<file path="config.mk">
export PLATFORM = sky130hd
export DESIGN_NAME = ysyx_bus_arb
export DESIGN_NICKNAME = d
export VERILOG_FILES = /design/src/rtl/ysyx_bus_arb.sv
export SDC_FILE = /design/constraint.sdc
export NUM_CORES = 1
export LEC_CHECK = 0
export BUFFER_PORTS_ARGS = -buffer_cell sky130_fd_sc_hd__buf_2
export CORE_AREA = 5 5 121 123
export DETAILED_ROUTE_END_ITERATION = 7
export DIE_AREA = 0 0 126 128
export PLACE_DENSITY = 0.8
export SYNTH_ARGS = -nofsm -noshare
export SYNTH_HDL_FRONTEND = slang
export SYNTH_SLANG_ARGS = --single-unit
</file>
<file path="constraint.sdc">
create_clock -name i_clk -period 4.4 [get_ports i_clk]
set_input_delay 0.22 -clock i_clk [delete_from_list [all_inputs] [get_ports i_clk]]
set_output_delay 0.22 -clock i_clk [all_outputs]
set_load 0.005 [all_outputs]
</file>
<file path="src/rtl/ysyx_bus_arb.sv">
// ysyx_bus_arb: IFU/LSU arbiter onto a single AXI4-Lite-style memory port, one transaction at a time.
// Build option: define YSYX_ARB_RR_EN for round-robin arbitration (otherwise fixed priority via LSU_PRIO).
module ysyx_bus_arb #(
    parameter int unsigned BIT_W    = 32,
    parameter bit          LSU_PRIO = 1'b1
) (
    input  logic                 i_clk,
    input  logic                 i_rst_n,
    input  logic                 i_ifu_avalid,
    input  logic [BIT_W-1:0]     i_ifu_addr,
    output logic [BIT_W-1:0]     o_ifu_rdata,
    output logic                 o_ifu_rvalid,
    input  logic                 i_lsu_avalid,
    input  logic                 i_lsu_ren,
    input  logic                 i_lsu_wen,
    input  logic [BIT_W-1:0]     i_lsu_addr,
    input  logic [BIT_W-1:0]     i_lsu_wdata,
    input  logic [BIT_W/8-1:0]   i_lsu_wstrb,
    output logic [BIT_W-1:0]     o_lsu_rdata,
    output logic                 o_lsu_rvalid,
    output logic                 o_lsu_wready,
    output logic                 o_mem_arvalid,
    output logic [BIT_W-1:0]     o_mem_araddr,
    input  logic                 i_mem_arready,
    input  logic                 i_mem_rvalid,
    input  logic [BIT_W-1:0]     i_mem_rdata,
    input  logic [1:0]           i_mem_rresp,
    output logic                 o_mem_rready,
    output logic                 o_mem_awvalid,
    output logic [BIT_W-1:0]     o_mem_awaddr,
    input  logic                 i_mem_awready,
    output logic                 o_mem_wvalid,
    output logic [BIT_W-1:0]     o_mem_wdata,
    output logic [BIT_W/8-1:0]   o_mem_wstrb,
    input  logic                 i_mem_wready,
    input  logic                 i_mem_bvalid,
    input  logic [1:0]           i_mem_bresp,
    output logic                 o_mem_bready,
    output logic                 o_bus_err
);
    localparam int unsigned STRB_W = BIT_W / 8;

    localparam logic [2:0] S_IDLE    = 3'd0;
    localparam logic [2:0] S_RD_ADDR = 3'd1;
    localparam logic [2:0] S_RD_DATA = 3'd2;
    localparam logic [2:0] S_WR_ADDR = 3'd3;
    localparam logic [2:0] S_WR_RESP = 3'd4;

    logic [2:0]        r_state, w_state_nxt;
    logic              r_owner, w_owner_nxt;
    logic [BIT_W-1:0]  r_addr, w_addr_nxt;
    logic [BIT_W-1:0]  r_wdata, w_wdata_nxt;
    logic [STRB_W-1:0] r_wstrb, w_wstrb_nxt;
    logic              r_arvalid, w_arvalid_nxt;
    logic              r_rready, w_rready_nxt;
    logic              r_awvalid, w_awvalid_nxt;
    logic              r_wvalid, w_wvalid_nxt;
    logic              r_bready, w_bready_nxt;
    logic              r_aw_done, w_aw_done_nxt;
    logic              r_w_done, w_w_done_nxt;
    logic [BIT_W-1:0]  r_ifu_rdata, w_ifu_rdata_nxt;
    logic [BIT_W-1:0]  r_lsu_rdata, w_lsu_rdata_nxt;
    logic              r_ifu_rvalid, w_ifu_rvalid_nxt;
    logic              r_lsu_rvalid, w_lsu_rvalid_nxt;
    logic              r_lsu_wready, w_lsu_wready_nxt;
    logic              r_bus_err, w_bus_err_nxt;
    logic              w_grant_lsu;
    logic              w_any_req;
    logic              w_resp_busy;
    logic              w_aw_fin;
    logic              w_w_fin;
    logic              w_unused;

    // Read vs write is decided by ren alone; wen only documents intent.
    assign w_unused    = i_lsu_wen;
    assign w_any_req   = i_ifu_avalid | i_lsu_avalid;
    // Masters still hold avalid while their pulse is visible, so no grant in that cycle.
    assign w_resp_busy = r_ifu_rvalid | r_lsu_rvalid | r_lsu_wready;

`ifdef YSYX_ARB_RR_EN
    logic r_rr_ptr, w_rr_ptr_nxt;
    assign w_grant_lsu = i_lsu_avalid & (~i_ifu_avalid | r_rr_ptr);

    always_ff @(posedge i_clk or negedge i_rst_n) begin
        if (!i_rst_n) r_rr_ptr <= 1'b0;
        else          r_rr_ptr <= w_rr_ptr_nxt;
    end
`else
    assign w_grant_lsu = i_lsu_avalid & (~i_ifu_avalid | LSU_PRIO);
`endif

    // Next-state and next-output logic.
    always_comb begin
        w_state_nxt      = r_state;
        w_owner_nxt      = r_owner;
        w_addr_nxt       = r_addr;
        w_wdata_nxt      = r_wdata;
        w_wstrb_nxt      = r_wstrb;
        w_arvalid_nxt    = r_arvalid;
        w_rready_nxt     = r_rready;
        w_awvalid_nxt    = r_awvalid;
        w_wvalid_nxt     = r_wvalid;
        w_bready_nxt     = r_bready;
        w_aw_done_nxt    = r_aw_done;
        w_w_done_nxt     = r_w_done;
        w_ifu_rdata_nxt  = r_ifu_rdata;
        w_lsu_rdata_nxt  = r_lsu_rdata;
        w_ifu_rvalid_nxt = 1'b0;
        w_lsu_rvalid_nxt = 1'b0;
        w_lsu_wready_nxt = 1'b0;
        w_bus_err_nxt    = 1'b0;
`ifdef YSYX_ARB_RR_EN
        w_rr_ptr_nxt     = r_rr_ptr;
`endif
        w_aw_fin = r_aw_done | (r_awvalid & i_mem_awready);
        w_w_fin  = r_w_done  | (r_wvalid  & i_mem_wready);

        case (r_state)
            S_IDLE: begin
                if (w_any_req && !w_resp_busy) begin
                    w_owner_nxt = w_grant_lsu;
                    w_addr_nxt  = w_grant_lsu ? i_lsu_addr : i_ifu_addr;
                    w_wdata_nxt = i_lsu_wdata;
                    w_wstrb_nxt = i_lsu_wstrb;
`ifdef YSYX_ARB_RR_EN
                    w_rr_ptr_nxt = ~w_grant_lsu;
`endif
                    if (w_grant_lsu && !i_lsu_ren) begin
                        w_state_nxt   = S_WR_ADDR;
                        w_awvalid_nxt = 1'b1;
                        w_wvalid_nxt  = 1'b1;
                        w_aw_done_nxt = 1'b0;
                        w_w_done_nxt  = 1'b0;
                    end else begin
                        w_state_nxt   = S_RD_ADDR;
                        w_arvalid_nxt = 1'b1;
                    end
                end
            end
            S_RD_ADDR: begin
                if (i_mem_arready) begin
                    w_state_nxt   = S_RD_DATA;
                    w_arvalid_nxt = 1'b0;
                    w_rready_nxt  = 1'b1;
                end
            end
            S_RD_DATA: begin
                if (i_mem_rvalid) begin
                    w_state_nxt   = S_IDLE;
                    w_rready_nxt  = 1'b0;
                    w_bus_err_nxt = |i_mem_rresp;
                    if (r_owner) begin
                        w_lsu_rdata_nxt  = i_mem_rdata;
                        w_lsu_rvalid_nxt = 1'b1;
                    end else begin
                        w_ifu_rdata_nxt  = i_mem_rdata;
                        w_ifu_rvalid_nxt = 1'b1;
                    end
                end
            end
            S_WR_ADDR: begin
                // Address and data channels retire independently; sticky flags remember each.
                if (r_awvalid && i_mem_awready) begin
                    w_awvalid_nxt = 1'b0;
                    w_aw_done_nxt = 1'b1;
                end
                if (r_wvalid && i_mem_wready) begin
                    w_wvalid_nxt = 1'b0;
                    w_w_done_nxt = 1'b1;
                end
                if (w_aw_fin && w_w_fin) begin
                    w_state_nxt  = S_WR_RESP;
                    w_bready_nxt = 1'b1;
                end
            end
            S_WR_RESP: begin
                if (i_mem_bvalid) begin
                    w_state_nxt      = S_IDLE;
                    w_bready_nxt     = 1'b0;
                    w_lsu_wready_nxt = 1'b1;
                    w_bus_err_nxt    = |i_mem_bresp;
                end
            end
            default: w_state_nxt = S_IDLE;
        endcase
    end

    always_ff @(posedge i_clk or negedge i_rst_n) begin
        if (!i_rst_n) begin
            r_state      <= S_IDLE;
            r_owner      <= 1'b0;
            r_addr       <= '0;
            r_wdata      <= '0;
            r_wstrb      <= '0;
            r_arvalid    <= 1'b0;
            r_rready     <= 1'b0;
            r_awvalid    <= 1'b0;
            r_wvalid     <= 1'b0;
            r_bready     <= 1'b0;
            r_aw_done    <= 1'b0;
            r_w_done     <= 1'b0;
            r_ifu_rdata  <= '0;
            r_lsu_rdata  <= '0;
            r_ifu_rvalid <= 1'b0;
            r_lsu_rvalid <= 1'b0;
            r_lsu_wready <= 1'b0;
            r_bus_err    <= 1'b0;
        end else begin
            r_state      <= w_state_nxt;
            r_owner      <= w_owner_nxt;
            r_addr       <= w_addr_nxt;
            r_wdata      <= w_wdata_nxt;
            r_wstrb      <= w_wstrb_nxt;
            r_arvalid    <= w_arvalid_nxt;
            r_rready     <= w_rready_nxt;
            r_awvalid    <= w_awvalid_nxt;
            r_wvalid     <= w_wvalid_nxt;
            r_bready     <= w_bready_nxt;
            r_aw_done    <= w_aw_done_nxt;
            r_w_done     <= w_w_done_nxt;
            r_ifu_rdata  <= w_ifu_rdata_nxt;
            r_lsu_rdata  <= w_lsu_rdata_nxt;
            r_ifu_rvalid <= w_ifu_rvalid_nxt;
            r_lsu_rvalid <= w_lsu_rvalid_nxt;
            r_lsu_wready <= w_lsu_wready_nxt;
            r_bus_err    <= w_bus_err_nxt;
        end
    end

    assign o_ifu_rdata   = r_ifu_rdata;
    assign o_ifu_rvalid  = r_ifu_rvalid;
    assign o_lsu_rdata   = r_lsu_rdata;
    assign o_lsu_rvalid  = r_lsu_rvalid;
    assign o_lsu_wready  = r_lsu_wready;
    assign o_mem_arvalid = r_arvalid;
    assign o_mem_araddr  = r_addr;
    assign o_mem_rready  = r_rready;
    assign o_mem_awvalid = r_awvalid;
    assign o_mem_awaddr  = r_addr;
    assign o_mem_wvalid  = r_wvalid;
    assign o_mem_wdata   = r_wdata;
    assign o_mem_wstrb   = r_wstrb;
    assign o_mem_bready  = r_bready;
    assign o_bus_err     = r_bus_err;

endmodule

</file>
---- After elaboration in Yosys (flattened, before gate mapping) ----
Cells that the tools add are included.
storage, ports and cells
  logic and storage cells ................. 103
  bits in read-only memories .............. 0
  bits of input ports ..................... 147
  memories kept ........................... 0
  register bits ........................... 147
  output and inout port bits .............. 173
  memory bits (writable) .................. 0
  bits in latches ......................... 0
cells by class
  bitwise operators ....................... 8
  $add $sub $neg .......................... 0
  shift-type cells ........................ 0
  reduce and logical (&&, ||, !) cells .... 23
  div/mod/pow operators ................... 0
  order comparisons ....................... 0
  muxes and demuxes ....................... 41
  eq/ne operators ......................... 13
  $mul .................................... 0
operator list
  cell                                           count
  2-to-1 mux 32 bit                              1
  2-to-1 mux 1 bit                               25
  inequality test 2 bit, second input constant   9
  one-hot mux 1 bit (2 select lines)             8
  2-to-1 mux 3 bit                               5
  one-hot mux 3 bit (5 select lines)             1
  AND reduction 3 bit                            4
  AND reduction 4 bit                            3
  nonzero test 2 bit                             4
  == test 3 x 2 -> 1 bit, second input constant  2
  logical AND 1 bit                              5
  bitwise OR 1 bit                               5
  AND reduction 5 bit                            1
  OR reduction 2 bit                             2
  == test 3 x 1 -> 1 bit, second input constant  1
  == test 3 bit, second input constant           1
  zero test 3 bit                                1
  bitwise AND 1 bit                              2
  zero test 1 bit                                2
  2-to-1 mux 2 bit                               1
  AND reduction 2 bit                            1
  inverter 1 bit                                 1

---- Depth between registers and ports, before layout ----
  depth after elaboration ................. 6
  mapped depth ............................ 7
  mapped depth without buffers ............ 4

---- Least setup slack after synthesis ----
OpenSTA, ideal clock, no wires.
  path type ............................... reg-to-reg
  from .................................... register r_state[2]
  to ...................................... register r_wdata[10] (netlist: o_mem_wdata[10])
  path buffers ............................ 3
  arrival time ............................ 1.557 ns
  library setup time ...................... 0.128 ns
  stages on the path, launching flop included .. 7
  data required time ...................... 4.272 ns
  clock period less this slack ............ 1.685 ns
  setup slack ............................. 2.715 ns
  path through ............................ dfrtp_1 buf_2 nor3_1 and4bb_2 buf_2 buf_2 mux2_1
on the way
  cells in the longest elaborated chain, start to end .. 2
RTL lines
  item                           line  text
  start: declaration             49    logic [2:0] r_state, w_state_nxt;
  start signal: assignment       209   r_state <= w_state_nxt;
  zero test 3 bit                118   case (r_state)
  AND reduction 2 bit (no line)  --
  end signal: assignment         212   r_wdata <= w_wdata_nxt;
  end: declaration               52    logic [BIT_W-1:0] r_wdata, w_wdata_nxt;
No other way between the ends.
A chain may end at the register's enable or synchronous reset.

---- Worst setup path in the final report ----
  from .................................... register r_state[0]
  to ...................................... register r_lsu_rdata[14] (netlist: o_lsu_rdata[14])
on the way
  cells in the longest elaborated chain, start to end .. 2
RTL lines
  item                           line  text
  == test 3 x 2 -> 1 bit         118
  AND reduction 3 bit (no line)  --
  end signal: assignment         222   r_lsu_rdata <= w_lsu_rdata_nxt;
  end: declaration               62    logic [BIT_W-1:0] r_lsu_rdata, w_lsu_rdata_nxt;
No other way between the ends.

==> reports/results.ini <==
[worst_setup_path]
start_kind = flop
regToRegEndpoint = o_lsu_rdata[14]$_DFFE_PN0P_
crit_family = simple AND/OR/NAND/NOR gates
cp.required_ns = 4.68
slowest_stage = nand4_1
rrSetupSlack_ns = 1.85
path_class = reg2reg
crit_fanout = 17
r2r_cells = 4
arrival_ns = 2.83
critPathMaxStageDelay_ns = 0.80
critPathBufInv = 1
path_cells = nor2_1 > nand4_1 > buf_4 > mux2_1
endpoint_kind = flop
r2r_start = r_state[0]$_DFFE_PN0P_

[worst_hold_path]
holdCritStartpoint = i_lsu_wdata[11]
hold_path.class = in2reg
hold_depth = 2
min_to = o_mem_wdata[11]$_DFFE_PN0P_

[cells_and_area]
layout-drive-gt1-share_pct = 47.75
fillers = 1177
area_growth_syn_to_layout_pct = 34.74
nets = 890
fin_util_pct = 60.42

[synthesis]
synthMostInstantiatedCell = dfrtp_1
yosysUniqueCellTypes = 34
synth_edf_count = 0
yosysSeqAreaShare_pct = 60.51
synth-seq-cells = 147
synth_area_leader_cell = dfrtp_1
synth_xor_area_share_pct = 0
ys_warn_count = 0
synth_area_per_cell_um2 = 13.39
ys_top_cells_by_area = dfrtp_1, mux2_1, mux2i_1
synth_fa_ha_area_share_pct = 0
yosys-top-cells-count = dfrtp_1, mux2_1, nor2_1
syn_inst = 454
synth_ff_type = dfrtp_1
async_reset_ff_share_pct = 100.0
synth_top_area_share_pct = 60.51
synthesis.nets = 601
synth-simple-area-share_pct = 4.631
synth-compound-area-share_pct = 4.528
synth_top_family_by_area = multiplexers
synth_mux_area_share_pct = 23.98
synth_area_um2 = 6080

[pwr]
combPwrFrac_pct = 34.6
peakVddDrop_mv = 0.3264
sw_frac_of_total_pct = 33.38
total_leakage_power_nw = 4.154
power.total_mw = 5.830
p_seq_share_pct = 41.6
p_per_area_nw_per_um2 = 711.7
power.share.clock_pct = 23.8
power.switching_mw = 1.946
p_int_mw = 3.884

[cts]
numCtsBuffers = 17
worstSkewPairLatency_ns = 0.41
clock_sinks = 147
cts.clk_slew.worst_paths_ns = 0.07
cts_tree = done
clk_path_buf_depth = 2
cts_root_buf = clkbuf_16
h-tree-depth = 4
cts_setup_buffers = 0

[global_route]
grt_pass1_vias = 4779
antenna_found_initial = 1
grt_max_degree = 106
grt_pass1_wl_um = 24450
grt.overflow.total = 0
track_usage_pct = 19.25

[timing]
min_period_ns = 2.550
timing.final.crit_share_pct = 57.97
fin_skew_ns = 0.01402
finalSetupViolations = 0
fmax_ghz = 0.3921
timing.final.max_slew_violations = 0
tns_ns = 0
slew_headroom_pct = 33.22
worst_slew_pin_slew_ns = 0.9993
worst_slack_ns = 1.850
rsz0062_at_grt = no
hold_violations = 0

[floorplan]
fp-row-count = 43
io_pins = 320
core-area_um2 = 13560
dieHeight_um = 128
fp.dieW_um = 126
die-area_um2 = 16130
initial_core_util_pct = 44.84

[placed_design]
place_ws_ns = 1.838
port_buffers = 318
hpwl_um = 11770
globalplace.congestion = 0.7495

[route]
drt_iter0_markers = 155
wirelength_um = 15560
drt_pass1_iterations = 4
drc = 0
ant_nets = 0
routed_via_density = 4.845
vias = 4540
wl_per_cell_um = 16.60

[outcome]
status = finished, final reports clean

[flow_run]
timing.max_cap.violations = 0

==> final cells by class <==
cell class	count	area, um^2	area share [%]
well taps	180	225.2	2.749
multi-input cells	245	2023	24.70
diodes	1	2.502	0.03055
clock inverters	15	148.9	1.818
repair buffers	326	1665	20.33
clock buffers	17	425.4	5.193
inverters	6	22.52	0.2749
flip-flops and latches	147	3679	44.91
==> worst max path at each step <==
stage | start | end | slack [ns] | cells past startpoint
floorplan | r_state[2]$_DFFE_PN0P_ | o_mem_wdata[10]$_DFFE_PN0P_ | 2.72 | 6
global placement | r_state[0]$_DFFE_PN0P_ | o_lsu_rdata[9]$_DFFE_PN0P_ | 1.84 | 4
detailed placement | r_state[0]$_DFFE_PN0P_ | o_lsu_rdata[4]$_DFFE_PN0P_ | 1.84 | 4
CTS | r_state[0]$_DFFE_PN0P_ | o_lsu_rdata[4]$_DFFE_PN0P_ | 1.84 | 4
global route | r_state[0]$_DFFE_PN0P_ | o_lsu_rdata[8]$_DFFE_PN0P_ | 1.66 | 4
finish | r_state[0]$_DFFE_PN0P_ | o_lsu_rdata[14]$_DFFE_PN0P_ | 1.85 | 4
==> flip-flops by register name, indices dropped and copies added (netlist names) <==
name	count
o_ifu_rdata	32
o_lsu_rdata	32
o_mem_araddr	32
o_mem_wdata	32
o_mem_wstrb	4
r_state	3
o_bus_err	1
o_ifu_rvalid	1
o_lsu_rvalid	1
o_lsu_wready	1
o_mem_arvalid	1
o_mem_awvalid	1
o_mem_bready	1
o_mem_rready	1
o_mem_wvalid	1
r_aw_done	1
r_owner	1
r_w_done	1
==> per-layer routing <==
metal / vias to the layer above / routed length (um) / GRT usage [%]
li1: 2127 / - / -
met1: 2213 / 5911 / 22.21
met2: 178 / 8218 / 34.33
met3: 22 / 1093 / 5.333
met4: 0 / 333 / 7.003
met5: - / 0 / 0
==> logic make-up (layout without fill, tap and decap cells) <==
family          Yosys count  count (layout)
compound gates           50              50
flops                   147             147
simple gates             62              62
mux                     133             133
other cells               0               1
buf+inv                  62             364
==> power by group through the flow <==
stage                     combinational [mW]  clock [mW]  sequential (mW)
final                                   2.02        1.39             2.42
after global routing                    2.25        1.48             2.52
after CTS                               2.07        1.42             2.43
after detailed placement                2.07           0             2.44
after global placement                  2.00           0             2.41
after floorplan                         1.12           0             2.44
==> repair_timing <==
| action | CTS | global route |
|---|---|---|
| endpoints found under the hold margin | 105 | 1 |
| gates resized for setup | 0 | 0 |
| hold buffers | 2 | 1 |
==> worst register-to-register path, stage by stage, from the launching register on <==
cell     delay, ns
dfrtp_1       0.51
nor2_1        0.23
nand4_1       0.80
buf_4         0.55
mux2_1        0.34
==> per-stage QoR <==
stage	hold WS (ns)	cell area (um^2)	std cells
2_1_floorplan	-0.07559	6080	454
3_3_place_gp	0.4002	7585	901
3_5_place_dp	0.4066	7585	901
4_1_cts	0.001118	8179	935
5_1_grt	0.003057	8192	937
6_report	0.01737	8192	937
==> layout by cell type (no fill, tap or decap), drive strengths merged <==
cell type and instances:
nor2b 1, a211oi 1, and3 1, o41ai 1
clkinvlp 4, mux2 101, mux2i 32, nor2 40
o21ai 3, clkbuf 17, or4 2, dlygate4sd3 3
nand3 2, nor3 1, buf 323, a21oi 37
and4bb 1, o22ai 2, nand2 10, a31oi 1
nand4 1, a32o 1, bufinv 1, dfrtp 147
inv 11, o21a 3, and3b 1, diode 1
o31ai 1, clkinv 5, nand4b 1, or2 1
Power figures use the tool's default switching activity.
